$ cat src/rtl/seg_pkg.sv
`default_nettype none
// +----------------------------------------------------------------------+
// | seg_pkg : digit-code constants shared by the scan and cathode blocks |
// | Revision: 1.0                                                        |
// +----------------------------------------------------------------------+
package seg_pkg;

  localparam int SEG_CODE_W = 5;

  // Codes 0..15 are hex digits; the two codes above them are the glyphs.
  localparam logic [SEG_CODE_W-1:0] SEG_HEX_MIN = 5'd0;
  localparam logic [SEG_CODE_W-1:0] SEG_HEX_MAX = 5'd15;
  localparam logic [SEG_CODE_W-1:0] SEG_BLANK   = 5'd16;
  localparam logic [SEG_CODE_W-1:0] SEG_MINUS   = 5'd17;

endpackage
`default_nettype wire

$ cat src/rtl/seg_digit_select.sv
`default_nettype none
// +----------------------------------------------------------------------+
// | seg_digit_select : value/sign/blanking + slot index -> digit code     |
// | Revision: 1.0                                                        |
// +----------------------------------------------------------------------+
module seg_digit_select
  import seg_pkg::*;
#(
  parameter int DATA_W = 16,
  parameter int IDX_W  = 3
) (
  input  logic [DATA_W-1:0]     act_val_i,
  input  logic                  act_sgn_i,
  input  logic                  act_lz_i,
  input  logic [IDX_W-1:0]      idx_i,
  output logic [SEG_CODE_W-1:0] code_o
);

  localparam int NIBBLES = DATA_W / 4;

  logic              neg;
  logic [DATA_W-1:0] mag;
  logic [3:0]        nib;
  int                sig;
  int                slot;

  always_comb begin
    neg  = act_sgn_i & act_val_i[DATA_W-1];
    // Negating the most negative value wraps back onto itself, which is
    // exactly the magnitude we want to show.
    mag  = neg ? (~act_val_i + DATA_W'(1)) : act_val_i;
    slot = int'(idx_i);
    sig  = 1;
    nib  = 4'd0;
    for (int n = 0; n < NIBBLES; n++) begin
      if (mag[n*4 +: 4] != 4'd0) sig = n + 1;
      if (n == slot)             nib = mag[n*4 +: 4];
    end

    code_o = SEG_BLANK;
    if (slot < NIBBLES && (!act_lz_i || slot < sig)) begin
      code_o = {1'b0, nib};
    end else if (slot == sig && neg) begin
      code_o = SEG_MINUS;
    end
  end

endmodule
`default_nettype wire

$ cat src/rtl/seg_scan_ctrl.sv
`default_nettype none
// +----------------------------------------------------------------------+
// | seg_scan_ctrl : 7-seg anode scanner with frame-synchronous updates   |
// | Revision: 1.0                                                        |
// +----------------------------------------------------------------------+
module seg_scan_ctrl
  import seg_pkg::*;
#(
  parameter int NUM_DIGITS  = 8,
  parameter int DATA_W      = 16,
  parameter int REFRESH_DIV = 100000
) (
  input  logic                  clk_i,
  input  logic                  reset_i,
  input  logic                  en_i,
  input  logic [DATA_W-1:0]     value_i,
  input  logic                  load_i,
  input  logic                  signed_mode_i,
  input  logic                  blank_lz_i,
  output logic [NUM_DIGITS-1:0] an_o,
  output logic [SEG_CODE_W-1:0] digit_holder_o,
  output logic                  frame_done_o
);

  localparam int IDX_W  = (NUM_DIGITS > 1) ? $clog2(NUM_DIGITS) : 1;
  localparam int PCNT_W = $clog2(REFRESH_DIV);
  localparam logic [PCNT_W-1:0] PCNT_LAST = PCNT_W'(REFRESH_DIV - 1);
  localparam logic [IDX_W-1:0]  IDX_LAST  = IDX_W'(NUM_DIGITS - 1);

  logic [PCNT_W-1:0]     pcnt_q, pcnt_d;
  logic [IDX_W-1:0]      idx_q, idx_d;
  logic [DATA_W-1:0]     sh_val_q, sh_val_d, act_val_q, act_val_d;
  logic                  sh_sgn_q, sh_sgn_d, act_sgn_q, act_sgn_d;
  logic                  sh_lz_q, sh_lz_d, act_lz_q, act_lz_d;
  logic                  pending_q, pending_d;
  logic [NUM_DIGITS-1:0] an_q, an_d;
  logic [SEG_CODE_W-1:0] dig_q, dig_d;
  logic                  wrap_q, wrap_d;
  logic                  fd_q, fd_d;

  logic                  slot_end;
  logic                  wrap;
  logic [SEG_CODE_W-1:0] code;

  seg_digit_select #(
    .DATA_W (DATA_W),
    .IDX_W  (IDX_W)
  ) u_digit_select (
    .act_val_i (act_val_q),
    .act_sgn_i (act_sgn_q),
    .act_lz_i  (act_lz_q),
    .idx_i     (idx_q),
    .code_o    (code)
  );

  always_comb begin
    slot_end  = en_i && (pcnt_q == PCNT_LAST);
    wrap      = slot_end && (idx_q == IDX_LAST);

    pcnt_d    = pcnt_q;
    idx_d     = idx_q;
    sh_val_d  = sh_val_q;
    sh_sgn_d  = sh_sgn_q;
    sh_lz_d   = sh_lz_q;
    act_val_d = act_val_q;
    act_sgn_d = act_sgn_q;
    act_lz_d  = act_lz_q;
    pending_d = pending_q;

    if (en_i) pcnt_d = slot_end ? '0 : pcnt_q + PCNT_W'(1);
    if (slot_end) idx_d = wrap ? '0 : idx_q + IDX_W'(1);

    // A load landing on the wrap cycle bypasses the shadow entirely.
    if (wrap) begin
      if (load_i) begin
        act_val_d = value_i;
        act_sgn_d = signed_mode_i;
        act_lz_d  = blank_lz_i;
      end else if (pending_q) begin
        act_val_d = sh_val_q;
        act_sgn_d = sh_sgn_q;
        act_lz_d  = sh_lz_q;
      end
      pending_d = 1'b0;
    end else if (load_i) begin
      sh_val_d  = value_i;
      sh_sgn_d  = signed_mode_i;
      sh_lz_d   = blank_lz_i;
      pending_d = 1'b1;
    end

    an_d   = en_i ? ~(NUM_DIGITS'(1) << idx_q) : '1;
    dig_d  = en_i ? code : SEG_BLANK;
    wrap_d = wrap;
    fd_d   = wrap_q;
  end

  always_ff @(posedge clk_i) begin
    if (reset_i) begin
      pcnt_q    <= '0;
      idx_q     <= '0;
      sh_val_q  <= '0;
      sh_sgn_q  <= 1'b0;
      sh_lz_q   <= 1'b1;
      act_val_q <= '0;
      act_sgn_q <= 1'b0;
      act_lz_q  <= 1'b1;
      pending_q <= 1'b0;
      an_q      <= '1;
      dig_q     <= SEG_BLANK;
      wrap_q    <= 1'b0;
      fd_q      <= 1'b0;
    end else begin
      pcnt_q    <= pcnt_d;
      idx_q     <= idx_d;
      sh_val_q  <= sh_val_d;
      sh_sgn_q  <= sh_sgn_d;
      sh_lz_q   <= sh_lz_d;
      act_val_q <= act_val_d;
      act_sgn_q <= act_sgn_d;
      act_lz_q  <= act_lz_d;
      pending_q <= pending_d;
      an_q      <= an_d;
      dig_q     <= dig_d;
      wrap_q    <= wrap_d;
      fd_q      <= fd_d;
    end
  end

  assign an_o           = an_q;
  assign digit_holder_o = dig_q;
  assign frame_done_o   = fd_q;

endmodule
`default_nettype wire
$ cat config.mk
export PLATFORM = sky130hd
export DESIGN_NAME = seg_scan_ctrl
export DESIGN_NICKNAME = d
export VERILOG_FILES = /design/src/rtl/seg_pkg.sv /design/src/rtl/seg_digit_select.sv /design/src/rtl/seg_scan_ctrl.sv
export SDC_FILE = /design/constraint.sdc
export NUM_CORES = 1
export LEC_CHECK = 0
export CAP_MARGIN = 10
export CORE_AREA = 2 2 76 151
export DETAILED_ROUTE_END_ITERATION = 10
export DIE_AREA = 0 0 78 153
export PLACE_DENSITY_LB_ADDON = 0.25
export SKIP_CTS_REPAIR_TIMING = 1
export SLEW_MARGIN = 25
export SYNTH_ARGS = -nofsm -noshare
export SYNTH_HDL_FRONTEND = slang
export SYNTH_SLANG_ARGS = --single-unit
$ cat constraint.sdc
create_clock -name clk_i -period 9.21 [get_ports clk_i]
set_input_delay 1.842 -clock clk_i [delete_from_list [all_inputs] [get_ports clk_i]]
set_output_delay 1.842 -clock clk_i [all_outputs]
set_load 0.01 [all_outputs]
# Word-level counts from Yosys, hierarchy flattened
# Cells that the tools add are included.
word_totals:
  regBits: 72
  latchBits: 0
  ram_bits: 0
  romBits: 0
  input_bits: 22
  out_inout_bits: 14
  elab_cells: 63
  n_memories: 0
classes:
  add_sub_neg: 3
  mul: 0
  n_div: 0
  magnitude_cmp: 2
  eq_ne: 6
  shifts: 1
  n_mux: 18
  bitwise: 5
  reduce_logical: 15
op_table:
  columns: ["cell", "n"]
  rows:
  - ["$mux 16", 3]
  - ["$add 17x1->17 const B", 1]
  - ["$eq 17x17->1 const B", 1]
  - ["$mux 17", 1]
  - ["$add 16x1->16 const B", 1]
  - ["$mux 4", 4]
  - ["$not 16->16", 1]
  - ["$reduce_bool 4->1", 3]
  - ["$not 8->8", 1]
  - ["$shl 1x3->8 const A", 1]
  - ["$eq 3x3->1 const A", 2]
  - ["$mux 3", 2]
  - ["$mux 1", 5]
  - ["$mux 5", 1]
  - ["$logic_and 1x1->1", 4]
  - ["$mux 2", 2]
  - ["$reduce_and 2->1", 2]
  - ["$reduce_or 2->1", 2]
  - ["$add 3x1->3 const B", 1]
  - ["$eq 2x3->1 const A", 1]
  - ["$eq 3x3->1", 1]
  - ["$eq 3x3->1 const B", 1]
  - ["$logic_not 3->1", 1]
  - ["$lt 3x3->1", 1]
  - ["other kinds (6)", 7]

# Longest topological paths before layout
depth:
  depth_word: 11
  depth_mapped: 15
  depth_no_buf: 15

# Modules after synthesis
# From an unflattened synthesis, not the netlist that was laid out.
unflattened:
  hier_cells: 447
  hier_area_um2: 4130.2
by_module_without_submodules:
  columns: ["module", "instances", "cells_each", "area_per_inst_um2", "seq_area_each_um2"]
  rows:
  - ["seg_scan_ctrl", 1, 335, 3342.0, 1441.4]
  - ["seg_digit_select", 1, 112, 788.3, 0.0]

# Worst setup path before layout
# No wires, ideal clock.
synth_timing:
  kind: "input -> register"
  start: "in en_i"
  end: "reg act_val_q[14]"
  setup_time_ps: 80
  t_arrival_ps: 3037
  required_ps: 9130
  setup_slack_ps: 6093
  path_stages: 6
  path_buffers: 1
  cell_sequence: "and3_4 -> nand3_4 -> nor4b_4 -> buf_6 -> nor2_2 -> a211oi_2"
synth_via:
  elab_chain_len: 3
synth_lines:
  columns: ["element", "line_no", "text"]
  rows:
  - ["start: declaration", "seg_scan_ctrl.sv:15", "input logic en_i,"]
  - ["$logic_and 1x1->1", "seg_scan_ctrl.sv:57", "slot_end = en_i && (pcnt_q == PCNT_LAST);"]
  - ["$logic_and 1x1->1", "seg_scan_ctrl.sv:58", "wrap = slot_end && (idx_q == IDX_LAST);"]
  - ["$reduce_and 2->1 (no line)", null, null]
  - ["end signal: assignment", "seg_scan_ctrl.sv:119", "act_val_q <= act_val_d;"]
  - ["end: declaration", "seg_scan_ctrl.sv:32", "logic [DATA_W-1:0] sh_val_q, sh_val_d, act_val_q, act_val_d;"]
# No other way between the ends.
# A chain may end at the register's enable or synchronous reset.

# Worst setup path in the final report
layout_timing:
  start: "in en_i"
  end: "reg sh_lz_q"
layout_via:
  elab_chain_len: 4
layout_lines:
  columns: ["element", "line_no", "text"]
  rows:
  - ["$logic_and 1x1->1", "seg_scan_ctrl.sv:57", null]
  - ["$logic_and 1x1->1", "seg_scan_ctrl.sv:58", null]
  - ["$not 1->1 (no line)", null, null]
  - ["$reduce_and 2->1 (no line)", null, null]
  - ["end signal: assignment", "seg_scan_ctrl.sv:118", "sh_lz_q <= sh_lz_d;"]
  - ["end: declaration", "seg_scan_ctrl.sv:34", "logic sh_lz_q, sh_lz_d, act_lz_q, act_lz_d;"]
# No other way between the ends.

==> summary.md <==
| Metric | Value |
|---|---|
| Drt pass-1 iters | 4 |
| Cell Area, Placed | 0.004123 sq mm |
| First-pass GRT wire length | 14.01 mm |
| CTS tree | built |
| CP startpoint | en_i |
| Count of cell types in the netlist | 62 |
| Die area | 0.01193 sq mm |
| Hold Slack | 0.4506 ns |
| Worst VDD drop | 0.09345 mV |
| Largest net degree at the start of global routing | 49 |
| Slew @ Worst Pin | 1.002 ns |
| Max Slew Vio Count | 0 |
| Max Cap Viol | 0 |
| Clock Power Share | 46.9% |
| Synth area leaders | dfxtp_1 (39%), mux2i_1 (5.6%), nor2_1 (5.5%) |
| Nets | 477 |
| CP required | 9.43 ns |
| GRT Residual Overflow | 0 |
| Core Area | 0.01081 sq mm |
| Placer congestion estimate | 0.7966 |
| M1 WL | 3.316 mm |
| Max Used Layer | met4 |
| Met3 wire len | 168 microns |
| Combinational cell fraction of total power | 5.5% |
| Port-buffer cells | 35 |
| Critical R2R Launch | act_val_q[0] |
| FF-to-FF setup slack | 5.50 ns |
| Max_slew headroom | 33.17% |
| Clk buf depth | 2 |
| TritonCTS buffer count | 9 |
| Row cnt | 54 |
| Post-synth ARST share | 0% |
| Top-area cell type share of the netlist area | 38.68% |
| Net Sw Power | 0.0001553 W |
| YS warnings | 0 |
| R2R cell count | 15 |
| Number of synthesized flops with an enable pin | 0 |
| Via/cell ratio | 5.073 |
| Via count | 2988 |
| Area growth, synth to finish | 18.00% |
| Final min period | 3.967 ns |
| Crit-path max FO | 19 |
| Net Sw Frac | 23.08% |
| Sequential fraction of the synthesis area | 38.68% |
| Pwr/cell area | 153.0 mW/mm^2 |
| Die height | 153 microns |
| RR Endpoint | digit_holder_o[1] |
| Initial DRC count | 142 |
| WL/cell | 13.83 microns |
| DP HPWL | 6.061 mm |
| Final ANT Viol Nets | 0 |
| I/O pins | 36 |
| Top_reg_cell synth | dfxtp_1 |
| Crit path to | sh_lz_q |
| Net count after synthesis | 455 |
| Clock Skew | 0.008091 ns |
| Leak | 1.571 nW |
| P_int | 0.0005176 W |
| Starting Density | 34.47% |
| Min-delay worst type | reg -> reg |
| Mean Syn Cell Area | 8.830 sq um |
| Arrival time of the worst setup path | 4.19 ns |
| Pre-CTS setup slack | 4.880 ns |
| Status | finished, final reports clean |
| RSZ-0062 raised after global routing | no |
| Mapped cell area | 0.003726 sq mm |
| Fmax | 0.2521 GHz |
| Crit share post-route | 43.07% |
| GRT Util Overall | 14.73% |
| CP Class | in -> reg |
| Reg power frac | 47.6% |
| Worst skew pair latency | 0.33 ns |
| TNS Setup | 0 ns |
| H-tree Lvls | 3 |
| Final Instance Area | 0.004397 sq mm |
| CTS Root Cell | clkbuf_16 |
| Vias in the first global route | 2997 |
| Final setup margin | 5.243 ns |
| Final Hold Viols | 0 |
| Mapped Cells | 422 |
| Total Wirelength | 8.147 mm |
| Met2 WL | 4.190 mm |
| Initial antenna violation count | 0 |
| Die outline width | 78 microns |
| CTS clk-pin slew, worst paths | 0.06 ns |
| Final setup vio count | 0 |
| Critical path startpoint category | primary input |
| Hold Startpoint | sh_val_q[11] |
| Diode count | 0 |
| Total Power | 0.0006729 W |
| Crit end category | flop |
| CTS Sinks | 72 |
| Synth Register Bits | 72 |
| # DRC | 0 |
| Post-synth top area cell | dfxtp_1 |
| Layout cells sized above 1 | 11.80% |
-- state kept, by name, indices dropped and copies added, names as in the netlist --
register,flops
pcnt_q,17
act_val_q,16
sh_val_q,16
an_o,8
digit_holder_o,5
idx_q,3
act_lz_q,1
act_sgn_q,1
fd_d,1
frame_done_o,1
pending_q,1
sh_lz_q,1
sh_sgn_q,1
-- placed cells by master (no fill, tap or decap), drive strengths merged, types with 2 or more instances in the layout --
cell type / netlist / routed
dfxtp: 72 / 72
nor2: 59 / 59
nand2: 40 / 40
clkdlybuf4s50: 0 / 33
nand3: 29 / 29
a21oi: 28 / 28
mux2i: 21 / 21
a211oi: 19 / 19
xor2: 18 / 18
o21ai: 14 / 14
ha: 11 / 11
clkbuf: 13 / 10
xnor2: 9 / 9
inv: 8 / 9
nor2b: 8 / 8
nand4: 6 / 6
nor3: 4 / 4
o31ai: 4 / 4
nand2b: 4 / 4
mux2: 3 / 3
a31oi: 3 / 3
clkinvlp: 0 / 3
and3: 3 / 3
buf: 12 / 3
nor3b: 2 / 2
nand3b: 2 / 2
a22oi: 2 / 2
and4bb: 2 / 2
o21a: 2 / 2
and4: 2 / 2
nor4: 2 / 2
nor4b: 2 / 2
clkinv: 0 / 2
-- Yosys cell counts, types with 4 or more instances --
master,number
inv_1,8
a211oi_2,13
xnor2_1,9
ha_1,11
o21ai_0,13
nand3_1,27
nand2b_1,4
buf_2,4
clkbuf_1,12
nor2b_1,8
nor2_1,55
nand4_1,5
mux2i_1,21
o31ai_1,4
nor3_1,4
dfxtp_1,72
a211oi_1,6
xor2_1,18
a21oi_1,28
nand2_1,40
-- cells by family after synthesis --
logic type	Yosys count	share of synthesized area [%]
buffers and inverters	33	4.197
muxes	24	6.548
DFF	72	38.68
and+or+nand+nor	171	24.45
xor gates and xnor gates	27	6.347
adders and majority gates	11	3.694
AOI/OAI and AO/OA	84	16.08
-- layout make-up --
class / instances / area [sq um]
inverters: 8 / 30.03
well taps: 140 / 175.2
repair buffers: 36 / 347.8
clock inverters: 6 / 45.04
fillers: 1123 / 6414
flip-flops and latches: 72 / 1441
clock buffers: 10 / 229.0
multi-input cells: 317 / 2128
-- power groups by stage --
stage                     Combinational (W)  Clock (W)  Sequential, W
after floorplan                   0.0000224          0       0.000327
final                             0.0000370   0.000316       0.000320
after global placement            0.0000367          0       0.000327
after detailed placement          0.0000371          0       0.000327
after global routing              0.0000413   0.000339       0.000321
after CTS                         0.0000374   0.000326       0.000320
-- per-stage QoR --
step	instances	util [%]
2_1_floorplan	422	-
3_3_place_gp	573	38.14
3_5_place_dp	573	38.14
4_1_cts	589	40.67
5_1_grt	589	40.67
6_report	589	40.67
-- critical path: stages --
cell	delay, ns
clkdlybuf4s50_1	0.62
and3_4	0.27
nand3_4	0.12
nor2_4	0.24
nand2_1	0.44
and3_1	0.37
a211o_1	0.27
-- how the worst min path moves through the flow --
| stage | endpoint | slack [ns] | cells after the start |
|---|---|---|---|
| 3_3_place_gp | frame_done_o | 0.44 | 1 |
| 4_1_cts | frame_done_o | 0.45 | 1 |
| 2_1_floorplan | frame_done_o | 0.41 | 1 |
| 3_5_place_dp | frame_done_o | 0.44 | 1 |
| 6_report | sh_val_q[11] | 0.45 | 2 |
| 5_1_grt | frame_done_o | 0.46 | 1 |
-- routing by layer --
layer	vias to the layer above	GRT usage [%]
met2	63	25.25
li1	1526	-
met3	26	2.420
met1	1373	15.94
met4	0	10.86
met5	-	0
No activity file was read; power rests on OpenSTA's default activity.
